File: src/rtl/pll_phase_ctrl_if.sv
// Request/status bundle between a phase-tuning initiator and pll_phase_ctrl.
// master = requester, slave = the phase controller.
interface pll_phase_ctrl_if #(
  parameter int STEP_W = 8,
  parameter int POS_W  = 6
);
  logic                 req_valid;
  logic                 req_ready;
  logic [1:0]           req_sel;
  logic                 req_dir;
  logic [STEP_W-1:0]    req_steps;
  logic                 req_load;
  logic                 busy;
  logic                 done;
  logic                 err;
  logic [4*POS_W-1:0]   phase_pos;

  modport master (
    output req_valid, req_sel, req_dir, req_steps, req_load,
    input  req_ready, busy, done, err, phase_pos
  );

  modport slave (
    input  req_valid, req_sel, req_dir, req_steps, req_load,
    output req_ready, busy, done, err, phase_pos
  );
endinterface

File: src/rtl/pll_phase_ctrl.sv
// Dynamic phase-shift initiator for the ECP5 EHXPLLL: sequences PHASESTEP/PHASELOADREG
// pulses for "shift output N by K steps" requests and tracks each output's phase position.
//
// state   | meaning
// --------+-----------------------------------------------------------
// IDLE    | waiting for a request; ready when the PLL is locked
// SETUP   | PHASESEL/PHASEDIR settling before the first pulse
// STEP_LO | PHASESTEP driven low
// STEP_HI | PHASESTEP released, gap before next action
// LOAD_LO | PHASELOADREG driven low
// LOAD_HI | PHASELOADREG released, gap before finishing
module pll_phase_ctrl #(
  parameter int SETUP_CYC = 4,
  parameter int PULSE_CYC = 4,
  parameter int GAP_CYC   = 4,
  parameter int STEP_W    = 8,
  parameter int PHASE_MOD = 48,
  parameter int POS_W     = 6
) (
  input  logic            clk,
  input  logic            resetn,
  input  logic            pll_locked,
  pll_phase_ctrl_if.slave req,
  output logic [1:0]      pll_phasesel,
  output logic            pll_phasedir,
  output logic            pll_phasestep,
  output logic            pll_phaseloadreg
);

  localparam int CMAX_SP = (SETUP_CYC > PULSE_CYC) ? SETUP_CYC : PULSE_CYC;
  localparam int CMAX    = (CMAX_SP > GAP_CYC) ? CMAX_SP : GAP_CYC;
  localparam int CNT_W   = $clog2(CMAX + 1);
  localparam logic [POS_W-1:0] POS_TOP = POS_W'(PHASE_MOD - 1);

  typedef enum logic [2:0] {
    IDLE, SETUP, STEP_LO, STEP_HI, LOAD_LO, LOAD_HI
  } state_t;

  state_t            state, state_nxt;
  logic [CNT_W-1:0]  cnt, cnt_nxt;
  logic [STEP_W-1:0] rem, rem_nxt;
  logic [1:0]        sel_q;
  logic              dir_q;
  logic              load_q;
  logic              lock_meta, locked_s;
  logic              accept, step_ev, done_nxt, err_nxt;
  logic              done_q, err_q;
  logic [POS_W-1:0]  pos_q [4];

  always_ff @(posedge clk) begin
    if (!resetn) state <= IDLE;
    else         state <= state_nxt;
  end

  always_comb begin
    state_nxt = state;
    cnt_nxt   = cnt;
    rem_nxt   = rem;
    accept    = 1'b0;
    step_ev   = 1'b0;
    done_nxt  = 1'b0;
    err_nxt   = 1'b0;
    if (state != IDLE && !locked_s) begin
      state_nxt = IDLE;
      err_nxt   = 1'b1;
    end else begin
      case (state)
        IDLE: begin
          if (req.req_valid && locked_s) begin
            accept    = 1'b1;
            state_nxt = SETUP;
            // one extra SETUP cycle: the pins take the new values on the first SETUP edge
            cnt_nxt   = CNT_W'(SETUP_CYC);
            rem_nxt   = req.req_steps;
          end
        end
        SETUP, STEP_HI: begin
          if (cnt == '0) begin
            if (rem != '0) begin
              state_nxt = STEP_LO;
              cnt_nxt   = CNT_W'(PULSE_CYC - 1);
            end else if (load_q) begin
              state_nxt = LOAD_LO;
              cnt_nxt   = CNT_W'(PULSE_CYC - 1);
            end else begin
              state_nxt = IDLE;
              done_nxt  = 1'b1;
            end
          end else begin
            cnt_nxt = cnt - CNT_W'(1);
          end
        end
        STEP_LO: begin
          if (cnt == '0) begin
            step_ev   = 1'b1;
            rem_nxt   = rem - STEP_W'(1);
            state_nxt = STEP_HI;
            cnt_nxt   = CNT_W'(GAP_CYC - 1);
          end else begin
            cnt_nxt = cnt - CNT_W'(1);
          end
        end
        LOAD_LO: begin
          if (cnt == '0) begin
            state_nxt = LOAD_HI;
            cnt_nxt   = CNT_W'(GAP_CYC - 1);
          end else begin
            cnt_nxt = cnt - CNT_W'(1);
          end
        end
        LOAD_HI: begin
          if (cnt == '0) begin
            state_nxt = IDLE;
            done_nxt  = 1'b1;
          end else begin
            cnt_nxt = cnt - CNT_W'(1);
          end
        end
        default: state_nxt = IDLE;
      endcase
    end
  end

  always_ff @(posedge clk) begin
    if (!resetn) begin
      cnt              <= '0;
      rem              <= '0;
      sel_q            <= '0;
      dir_q            <= 1'b1;
      load_q           <= 1'b0;
      lock_meta        <= 1'b0;
      locked_s         <= 1'b0;
      pll_phasesel     <= '0;
      pll_phasedir     <= 1'b1;
      pll_phasestep    <= 1'b1;
      pll_phaseloadreg <= 1'b1;
      done_q           <= 1'b0;
      err_q            <= 1'b0;
      for (int n = 0; n < 4; n++) pos_q[n] <= '0;
    end else begin
      lock_meta        <= pll_locked;
      locked_s         <= lock_meta;
      cnt              <= cnt_nxt;
      rem              <= rem_nxt;
      done_q           <= done_nxt;
      err_q            <= err_nxt;
      // pulse pins are registered so the PLL never sees state-decode glitches
      pll_phasestep    <= (state_nxt != STEP_LO);
      pll_phaseloadreg <= (state_nxt != LOAD_LO);
      if (accept) begin
        sel_q  <= req.req_sel;
        dir_q  <= req.req_dir;
        load_q <= req.req_load;
      end
      if (state == SETUP) begin
        pll_phasesel <= sel_q;
        pll_phasedir <= dir_q;
      end
      // lock loss: the PLL relocks at its static phase, so all positions restart at 0
      if (err_nxt) begin
        for (int n = 0; n < 4; n++) pos_q[n] <= '0;
      end else if (step_ev) begin
        if (dir_q)
          pos_q[sel_q] <= (pos_q[sel_q] == '0) ? POS_TOP : pos_q[sel_q] - POS_W'(1);
        else
          pos_q[sel_q] <= (pos_q[sel_q] == POS_TOP) ? '0 : pos_q[sel_q] + POS_W'(1);
      end
    end
  end

  always_comb begin
    req.phase_pos = '0;
    for (int n = 0; n < 4; n++) req.phase_pos[n*POS_W +: POS_W] = pos_q[n];
  end

  assign req.req_ready = (state == IDLE) && locked_s;
  assign req.busy      = (state != IDLE);
  assign req.done      = done_q;
  assign req.err       = err_q;

endmodule
File: src/flat_wrapper.sv
// flat-port wrapper written by rule: the top's interface ports become plain ports
module pll_phase_ctrl_flat 
#(
  parameter int SETUP_CYC = 4,
  parameter int PULSE_CYC = 4,
  parameter int GAP_CYC   = 4,
  parameter int STEP_W    = 8,
  parameter int PHASE_MOD = 48,
  parameter int POS_W     = 6
)
  (clk, resetn, pll_locked, pll_phasesel, pll_phasedir, pll_phasestep, pll_phaseloadreg, req_req_valid, req_req_sel, req_req_dir, req_req_steps, req_req_load, req_req_ready, req_busy, req_done, req_err, req_phase_pos);
  pll_phase_ctrl_if #(.STEP_W(STEP_W), .POS_W(POS_W)) req_i ();
  input  logic clk;
  input  logic resetn;
  input  logic pll_locked;
  output logic [1:0] pll_phasesel;
  output logic pll_phasedir;
  output logic pll_phasestep;
  output logic pll_phaseloadreg;
  input wire logic [$bits(req_i.req_valid)-1:0] req_req_valid;
  input wire logic [$bits(req_i.req_sel)-1:0] req_req_sel;
  input wire logic [$bits(req_i.req_dir)-1:0] req_req_dir;
  input wire logic [$bits(req_i.req_steps)-1:0] req_req_steps;
  input wire logic [$bits(req_i.req_load)-1:0] req_req_load;
  output wire logic [$bits(req_i.req_ready)-1:0] req_req_ready;
  output wire logic [$bits(req_i.busy)-1:0] req_busy;
  output wire logic [$bits(req_i.done)-1:0] req_done;
  output wire logic [$bits(req_i.err)-1:0] req_err;
  output wire logic [$bits(req_i.phase_pos)-1:0] req_phase_pos;
  assign req_i.req_valid = req_req_valid;
  assign req_i.req_sel = req_req_sel;
  assign req_i.req_dir = req_req_dir;
  assign req_i.req_steps = req_req_steps;
  assign req_i.req_load = req_req_load;
  assign req_req_ready = req_i.req_ready;
  assign req_busy = req_i.busy;
  assign req_done = req_i.done;
  assign req_err = req_i.err;
  assign req_phase_pos = req_i.phase_pos;
  pll_phase_ctrl #(.SETUP_CYC(SETUP_CYC), .PULSE_CYC(PULSE_CYC), .GAP_CYC(GAP_CYC), .STEP_W(STEP_W), .PHASE_MOD(PHASE_MOD), .POS_W(POS_W)) u_core (.clk(clk), .resetn(resetn), .pll_locked(pll_locked), .req(req_i), .pll_phasesel(pll_phasesel), .pll_phasedir(pll_phasedir), .pll_phasestep(pll_phasestep), .pll_phaseloadreg(pll_phaseloadreg));
endmodule
File: config.mk
export PLATFORM = sky130hd
export DESIGN_NAME = pll_phase_ctrl_flat
export DESIGN_NICKNAME = d
export VERILOG_FILES = /design/src/rtl/pll_phase_ctrl_if.sv /design/src/rtl/pll_phase_ctrl.sv /design/src/flat_wrapper.sv
export SDC_FILE = /design/constraint.sdc
export NUM_CORES = 1
export LEC_CHECK = 0
export BUFFER_PORTS_ARGS = -buffer_cell sky130_fd_sc_hd__buf_4
export CAP_MARGIN = 25
export CORE_MARGIN = 3
export CORE_UTILIZATION = 36
export DETAILED_ROUTE_END_ITERATION = 12
export GPL_TIMING_DRIVEN = 0
export SYNTH_ARGS = -nofsm -noshare
export SYNTH_HDL_FRONTEND = slang
export SYNTH_SLANG_ARGS = --single-unit
File: constraint.sdc
create_clock -name clk -period 5.3 [get_ports clk]
set_clock_uncertainty 0.1 [all_clocks]
set_input_delay 0.53 -clock clk [delete_from_list [all_inputs] [get_ports clk]]
set_output_delay 0.53 -clock clk [all_outputs]
set_load 0.01 [all_outputs]
==> results of run 1 <==
## cell usage in the layout, fill, tap and decap left out, types with 10 or more instances in the layout
master,count
dfxtp_1,29
nor2_1,40
a21oi_1,20
buf_4,48
mux2i_1,10
inv_1,10
nand2_1,20
nor3_1,11
edfxtp_1,24
o21ai_0,18
## worst min path at each step
stage                           startpoint                to  slack (ns)  cells after the start
final                           pll_locked  u_core.lock_meta        0.32                      2
after global routing           req_req_dir      u_core.dir_q        0.32                      3
after CTS                       pll_locked  u_core.lock_meta        0.31                      2
after detailed placement  u_core.lock_meta   u_core.locked_s        0.33                      1
after global placement    u_core.lock_meta   u_core.locked_s        0.32                      1
after floorplan           u_core.lock_meta   u_core.locked_s        0.31                      1
## synthesized netlist by cell type, types with 2 or more instances
cell / count
nand3_1: 9
buf_6: 4
nor4_1: 3
and2_1: 6
nand4_1: 6
nor2b_1: 2
nand4b_1: 3
inv_1: 10
a2111oi_2: 2
o211ai_1: 2
dfxtp_1: 29
nand2_1: 20
mux4_2: 5
nor2_1: 40
nor3_1: 11
edfxtp_1: 24
a211oi_1: 4
o21ai_0: 18
ha_1: 6
nand2b_1: 6
o22ai_1: 2
mux2i_1: 10
nor3b_1: 4
and2_2: 2
clkbuf_1: 8
and3b_1: 2
buf_2: 3
a21oi_1: 20
and2_0: 2
a22oi_1: 3
## registers in the layout, summed over array words and instances (netlist names), named ones only
name	count
u_core.lock_meta	1
u_core.pos_q	24
u_core.load_q	1
u_core.state	3
u_core.pll_phaseloadreg	1
u_core.pll_phasestep	1
u_core.cnt	3
u_core.req.done	1
u_core.req.err	1
u_core.dir_q	1
u_core.pll_phasesel	2
u_core.rem	8
u_core.pll_phasedir	1
u_core.locked_s	1
u_core.sel_q	2
## critical path, delay by kind of cell (launching register included)
family          cells  cell delay, ns
compound gates      2            1.04
mux                 1            0.47
simple gates        3            0.44
flops               1            0.32
buf+inv             2            0.28
fa+ha+maj           1            0.24
## cell families (layout without fill, tap and decap cells)
group,Yosys count,count (layout)
fa+ha+maj,6,6
flops,53,53
xor+xnor,2,2
buf+inv,25,81
mux,16,16
simple gates,128,128
compound gates,67,67
## through the flow
step           total power, mW  setup WS [ns]  cells  instance area, µm²
2_1_floorplan            0.520           2.63    297                2880
3_3_place_gp             0.560           2.16    447                3370
3_5_place_dp             0.561           2.15    447                3370
4_1_cts                  0.802           2.12    455                3470
5_1_grt                  0.831           1.94    455                3470
6_report                 0.791           2.13    455                3470
## where the power goes
group	leakage, nW	switching, mW	internal, mW	total (mW)
sequential	0.484	0.00738	0.438	0.445
combinational	0.799	0.0616	0.0452	0.107
clock	0.0487	0.142	0.0965	0.239
total	1.33	0.211	0.580	0.791
## layer usage
| layer | wire length, µm | share of wire, % | vias to the layer above |
|---|---|---|---|
| met2 | 3390 | 48 | 69 |
| met3 | 380 | 5.4 | 6 |
| met5 | 0 | 0 | - |
| met4 | 54 | 0.77 | 0 |
| met1 | 3230 | 46 | 1155 |
| li1 | - | - | 1209 |
## cell type report
cell class                      instances  area share, %
Buffer                                 15           2.60
Clock buffer                            5           1.99
Clock inverter                          3          0.758
Inverter                               10           1.08
Multi-Input combinational cell        219           41.9
Sequential cell                        53           37.5
Tap cell                              102           3.68
Timing Repair Buffer                   48           10.4
==> out/qor_table.md, run 1 <==
| Stage | Item | Value |
| --- | --- | --- |
| logic synthesis | Post-Synth XOR/XNOR Area | 0.608% |
| setup path | Crit path launch type | flop |
| floorplanning | Starting Density | 37.1% |
| routing | Antenna Violating Nets Remaining | 0 |
| logic synthesis | Share of synthesized registers carrying an async set or reset | 0% |
| sta | RSZ-0062 raised after global routing | false |
| routing | Post-DR vias/cell | 5.36 |
| sta | Post-route clock period utilization | 59.8% |
| flow run | # Max-Cap Violations | 0 |
| routing | Detailed Route WL | 7050 µm |
| grt | Global-route wire length before repair | 11700 µm |
| logic synthesis | Synth Area per Inst | 9.71 µm² |
| setup path | Data arrival, critical path | 3.11 ns |
| floorplanning | Top Ports | 49 |
| floorplanning | Die width | 95.5 µm |
| placed design | I/O Buffers | 48 |
| logic synthesis | Proportion of synthesized area in mux cells | 7.77% |
| sta | Setup TNS after final layout | 0 ns |
| cts | Maximum number of buffers from clock root to sink | 2 |
| sta | Number of endpoints failing setup at the final stage | 0 |
| setup path | CP Capture Point | u_core.pos_q[0][3] |
| setup path | Largest fanout of any net on the critical path | 9 |
| logic synthesis | Area share of fa/ha/maj cells after synthesis | 2.60% |
| setup path | Critical R2R Capture | u_core.pos_q[0][3] |
| pwr | Peak ir drop on the vdd network | 0.0913 mV |
| setup path | Worst endpoint required time | 5.25 ns |
| grt | Number of global-route vias before repair | 2318 |
| cts | Cells resized by post-CTS repair | 0 |
| setup path | Worst r2r path cells | 9 |
| final layout | Share of the core filled with cells | 44.6% |
| logic synthesis | Gate Count Post-Synth | 297 |
| pwr | Static leakage | 1.33 nW |
| setup path | Critical-path cell with the highest stage delay | a2111oi_2 |
| logic synthesis | Warning count from the yosys run | 0 |
| sta | Remaining max-slew budget at the tightest pin | 51.3% |
| grt | Global routing usage on met1 | 21.8% |
| floorplanning | Placeable core region | 7770 µm² |
| routing | Iteration-0 DRC Markers | 110 |
| grt | Met3 usage | 3.16% |
| final layout | Signed area change from the synthesized netlist to the final layout | 20.2% |
| cts | Clock net sink count | 53 |
| sta | Fmax achieved | 316 MHz |
| final layout | Fraction of final layout cells sized beyond drive strength 1 | 23.2% |
| sta | Final count of hold timing violations | 0 |
| grt | GRT Residual Overflow | 0 |
| cts | Hold buffers post-CTS | 0 |
| routing | Final routed DRC violation total | 0 |
| floorplanning | Rows | 32 |
| final layout | Total area of sequential cells | 1300 µm² |
| run status | Status | finished clean |
| sta | Minimum clock period | 3.17 ns |
| logic synthesis | Number of flip-flops and latches in the synthesized netlist | 53 |
| routing | TritonRoute pass-1 iters | 4 |
| logic synthesis | EDFF count, synth | 24 |
| cts | Clk root buf | clkbuf_8 |
| final layout | Filler Cell Count | 788 |
| cts | Clock transition at the register clock pins on the worst setup and hold paths after CTS | 0.10 ns |
| sta | Slew Viols, Final | 0 |
| pwr | PD cells | 228 nW/µm² |
| logic synthesis | Cell taking the most area after synthesis | edfxtp_1 |
| setup path | Worst path cell trace | buf_6, mux4_2, inv_1, ha_1, and2_2, a22oi_1, nor3_2, a2111oi_2, nor3_1 |
| grt | Number of antenna violations at the first check in global routing | 0 |
| cts | TritonCTS clock tree | done |
| cts | TritonCTS Buffers | 5 |
| grt | Global route hottest layer | met2 |
| final layout | Area of the multi-input gates | 1450 µm² |
| logic synthesis | Net count after synthesis | 319 |
| sta | Worst-margin pin slew | 0.728 ns |
| grt | Overall track demand over capacity in global routing | 16.3% |
| sta | Final-layout worst hold slack | 0.320 ns |
| setup path | Worst setup path category | reg -> reg |
| placed design | Weighted congestion reported at the end of routability-driven placement | 0.876 |
| min path | Worst hold-check path type | in -> reg |
| routing | Routed wire per std cell | 15.5 µm |
| setup path | Reg2Reg Setup Slack | 2.13 ns |
| logic synthesis | Largest family of logic cells by synthesized area | simple AND/OR/NAND/NOR gates |
| cts | Post-CTS setup repair buffer count | 0 |
| grt | Met2 routing resource usage after global routing | 26.9% |
| placed design | Estimated wirelength of the detail-placed design | 5420 µm |
| cts | Worst-skew pair later-pin latency | 0.31 ns |
| final layout | Ant. Diodes | 0 |
| floorplanning | Die span in y | 95.5 µm |
| routing | Via count | 2439 |
| logic synthesis | Unique cell type count in the Yosys netlist | 61 |
| logic synthesis | Area fraction in compound gates after synthesis | 15.4% |
| setup path | CP endpoint kind | flop |
| logic synthesis | Main flop type after synthesis | dfxtp_1 |
| logic synthesis | Post-synthesis cell area | 2880 µm² |
| logic synthesis | Simple-Gate Fraction of Synth Area | 24.1% |
| logic synthesis | Synth top area cells | edfxtp_1 25%, dfxtp_1 20%, nor2_1 5.2%, mux4_2 3.9%, a21oi_1 3.5% |
| floorplanning | Die area | 9120 µm² |
| final layout | Layout net count | 374 |
| grt | Maximum number of pins on one net before global-route repair | 19 |
| cts | H-tree levels | 2 |
| logic synthesis | Top-area cell type share of the netlist area | 25.0% |
| setup path | Delay of the slowest cell on the worst path | 0.54 ns |
| logic synthesis | Proportion of synthesized chip area in sequential cells | 45.1% |
Note: power is estimated with default switching activity, not from simulation.
==> run 2: changes to the inputs <==
==> constraint.sdc (replaced) <==
create_clock -name clk -period 2.9 [get_ports clk]
set_clock_uncertainty 0.1 [all_clocks]
set_input_delay 0.29 -clock clk [delete_from_list [all_inputs] [get_ports clk]]
set_output_delay 0.29 -clock clk [all_outputs]
set_load 0.01 [all_outputs]
==> run 2 against run 1 <==
  * Cell count is 0.44% higher
  * Critical path depth stayed put
  * Clock-buffer cell count stayed put
  * Fmax is 16% higher
  * Worst setup slack worse by 2.0 ns
  * Sequential share of layout area is 0.40 points lower
  * Critical path type unchanged
  * Utilization is 0.48 points higher
  * Combinational power is 89% higher
==> out/qor_table.md, run 2 (synthesis results as in run 1) <==
| Stage | Item | Value | vs previous |
| --- | --- | --- | --- |
| pwr | Sw frac | 26.6% | -0.081 points |
| grt | Overall track demand over capacity in global routing | 16.3% | +0.050 points |
| setup path | Data arrival, critical path | 2.71 ns | -0.40 ns |
| floorplanning | Starting Density | 37.1% | unchanged |
| routing | Iteration-0 DRC Markers | 144 | +31% |
| routing | TritonRoute pass-1 iters | 5 | +1 |
| setup path | CP endpoint kind | flop |  |
| setup path | Reg2Reg Setup Slack | 0.16 ns | -1.97 ns |
| final layout | Most common cell after layout, fill and taps aside | buf_4 |  |
| sta | Final count of hold timing violations | 0 | unchanged |
| sta | Remaining max-slew budget at the tightest pin | 51.9% | +0.59 points |
| cts | Worst-skew pair later-pin latency | 0.31 ns | about the same |
| final layout | Share of the core filled with cells | 45.1% | +0.48 points |
| placed design | Weighted congestion reported at the end of routability-driven placement | 0.876 | unchanged |
| routing | Final routed DRC violation total | 0 | unchanged |
| pwr | Switching power | 0.386 mW | +83% |
| floorplanning | Die width | 95.5 µm | unchanged |
| cts | Clock transition at the register clock pins on the worst setup and hold paths after CTS | 0.10 ns | about the same |
| final layout | Most used cells in the layout excluding fill and tap cells | 50 x buf_4, 40 x nor2_1, 29 x dfxtp_1 |  |
| floorplanning | Die area | 9120 µm² | unchanged |
| grt | Number of antenna violations at the first check in global routing | 0 | unchanged |
| placed design | I/O Buffers | 48 | unchanged |
| pwr | Peak ir drop on the vdd network | 0.166 mV | +82% |
| final layout | Top Registers | u_core.pos_q: 24 flops, u_core.rem: 8 flops |  |
| floorplanning | Top Ports | 49 | unchanged |
| sta | RSZ-0062 raised after global routing | false |  |
| setup path | Worst endpoint required time | 2.87 ns | -2.38 ns |
| cts | H-tree levels | 2 | unchanged |
| run status | Status | finished clean |  |
| sta | Slew Viols, Final | 0 | unchanged |
| cts | TritonCTS Buffers | 5 | unchanged |
| setup path | Crit path launch type | flop |  |
| setup path | CP Capture Point | u_core.pos_q[2][1] |  |
| min path | Worst hold-check path type | in -> reg |  |
| cts | TritonCTS clock tree | done |  |
| pwr | Sequential share of power | 56.1% | -0.2 points |
| final layout | Signed area change from the synthesized netlist to the final layout | 21.5% |  |
| sta | Post-route clock period utilization | 94.5% | +35 points |
| final layout | Fraction of final layout cells sized beyond drive strength 1 | 24.2% | +1.0 points |
| sta | Fmax achieved | 365 MHz | +16% |
| sta | Minimum clock period | 2.74 ns | -0.427 ns |
| floorplanning | Die span in y | 95.5 µm | unchanged |
| final layout | Post-route cell area | 3500 µm² | +1.1% |
| final layout | Layout net count | 376 | +0.53% |
| setup path | Worst setup path category | reg -> reg |  |
| pwr | Clock network fraction of total power | 29.9% | -0.3 points |
| cts | Hold buffers post-CTS | 0 | unchanged |
| placed design | Worst setup slack before clock tree synthesis | -0.248 ns | -2.40 ns |
| pwr | Combinational power share | 13.9% | +0.4 points |
| floorplanning | Placeable core region | 7770 µm² | unchanged |
| flow run | # Max-Cap Violations | 0 | unchanged |
| grt | GRT Residual Overflow | 0 | unchanged |
| placed design | Area post-placement | 3370 µm² | unchanged |
| pwr | Cell Int Power | 1.06 mW | +83% |
| pwr | Static leakage | 1.35 nW | +1.1% |
| routing | Via count | 2469 | +1.2% |
| setup path | Worst r2r path cells | 9 | unchanged |
| final layout | Number of flip-flops in the largest register | 24 | unchanged |
| grt | Maximum number of pins on one net before global-route repair | 19 | unchanged |
| routing | Antenna Violating Nets Remaining | 0 | unchanged |
| pwr | PD cells | 414 nW/µm² | +81% |
| sta | Number of endpoints failing setup at the final stage | 0 | unchanged |
| cts | Clock net sink count | 53 | unchanged |
| cts | Maximum number of buffers from clock root to sink | 2 | unchanged |
| grt | Global-route wire length before repair | 11700 µm | +0.36% |
| routing | Post-DR vias/cell | 5.40 | +0.79% |
| grt | Number of global-route vias before repair | 2332 | +0.60% |
| final layout | Ant. Diodes | 0 | unchanged |
| setup path | Critical R2R Capture | u_core.pos_q[2][1] |  |
| floorplanning | Rows | 32 | unchanged |
| cts | Clk root buf | clkbuf_8 |  |
| placed design | Estimated wirelength of the detail-placed design | 5420 µm | unchanged |
| sta | Worst-margin pin slew | 0.719 ns | -0.00877 ns |
| sta | Worst Slack Setup Final | 0.160 ns | -1.97 ns |
| setup path | Largest fanout of any net on the critical path | 9 | unchanged |
| routing | Routed wire per std cell | 15.5 µm | about the same |
| routing | Detailed Route WL | 7090 µm | +0.47% |
| final layout | Register name with the most flops | u_core.pos_q |  |
run 2: how the worst min path moves through the flow:
stage	startpoint	to	slack (ns)	depth (start not counted)
6_report	pll_locked	u_core.lock_meta	0.08	2
5_1_grt	req_req_dir	u_core.dir_q	0.08	3
4_1_cts	pll_locked	u_core.lock_meta	0.07	2
3_5_place_dp	u_core.lock_meta	u_core.locked_s	0.33	1
3_3_place_gp	u_core.lock_meta	u_core.locked_s	0.32	1
2_1_floorplan	u_core.lock_meta	u_core.locked_s	0.31	1
run 2: metal layers:
metal	part of all wire, %	GRT usage (%)
met5	0	0
met2	48	27.1
met4	0.76	4.50
met3	6.3	3.16
met1	45	21.8
run 2: area by class of cell:
cell class / instances / area (µm²)
plain buffers: 15 / 90.1
clock buffers: 5 / 68.8
clock inverters: 3 / 26.3
fillers: 782 / 4260
inverters: 10 / 37.5
multi-input cells: 219 / 1480
flip-flops and latches: 53 / 1300
well taps: 102 / 128
repair buffers: 50 / 375
run 2: worst max-delay path, cell delays in order (launching register included):
cell     delay [ns]
dfxtp_1        0.32
buf_6          0.14
mux4_2         0.46
inv_1          0.09
ha_1           0.24
and2_2         0.21
a22oi_2        0.33
o21ai_0        0.16
a22oi_1        0.35
nor2_1         0.07
run 2: through the flow:
stage	std cells	hold slack (ns)	power (mW)	setup TNS (ns)
3_5_place_dp	447	0.326	1.03	-1.90
4_1_cts	455	0.0706	1.47	0
2_1_floorplan	297	0.312	0.951	0
5_1_grt	457	0.0767	1.53	0
6_report	457	0.0831	1.45	0
3_3_place_gp	447	0.316	1.02	-1.75
run 2: timing repair:
action,4_1_cts,5_1_grt
setup endpoints to repair,13,14
buffers inserted,0,2
pin swaps,2,0
resized for setup,3,0
run 2: power by group through the flow:
| stage | logic, mW | registers [mW] | clock network [mW] |
|---|---|---|---|
| 6_report | 0.202 | 0.814 | 0.434 |
| 3_3_place_gp | 0.194 | 0.830 | 0 |
| 4_1_cts | 0.200 | 0.814 | 0.455 |
| 3_5_place_dp | 0.195 | 0.831 | 0 |
| 5_1_grt | 0.223 | 0.817 | 0.485 |
| 2_1_floorplan | 0.116 | 0.834 | 0 |
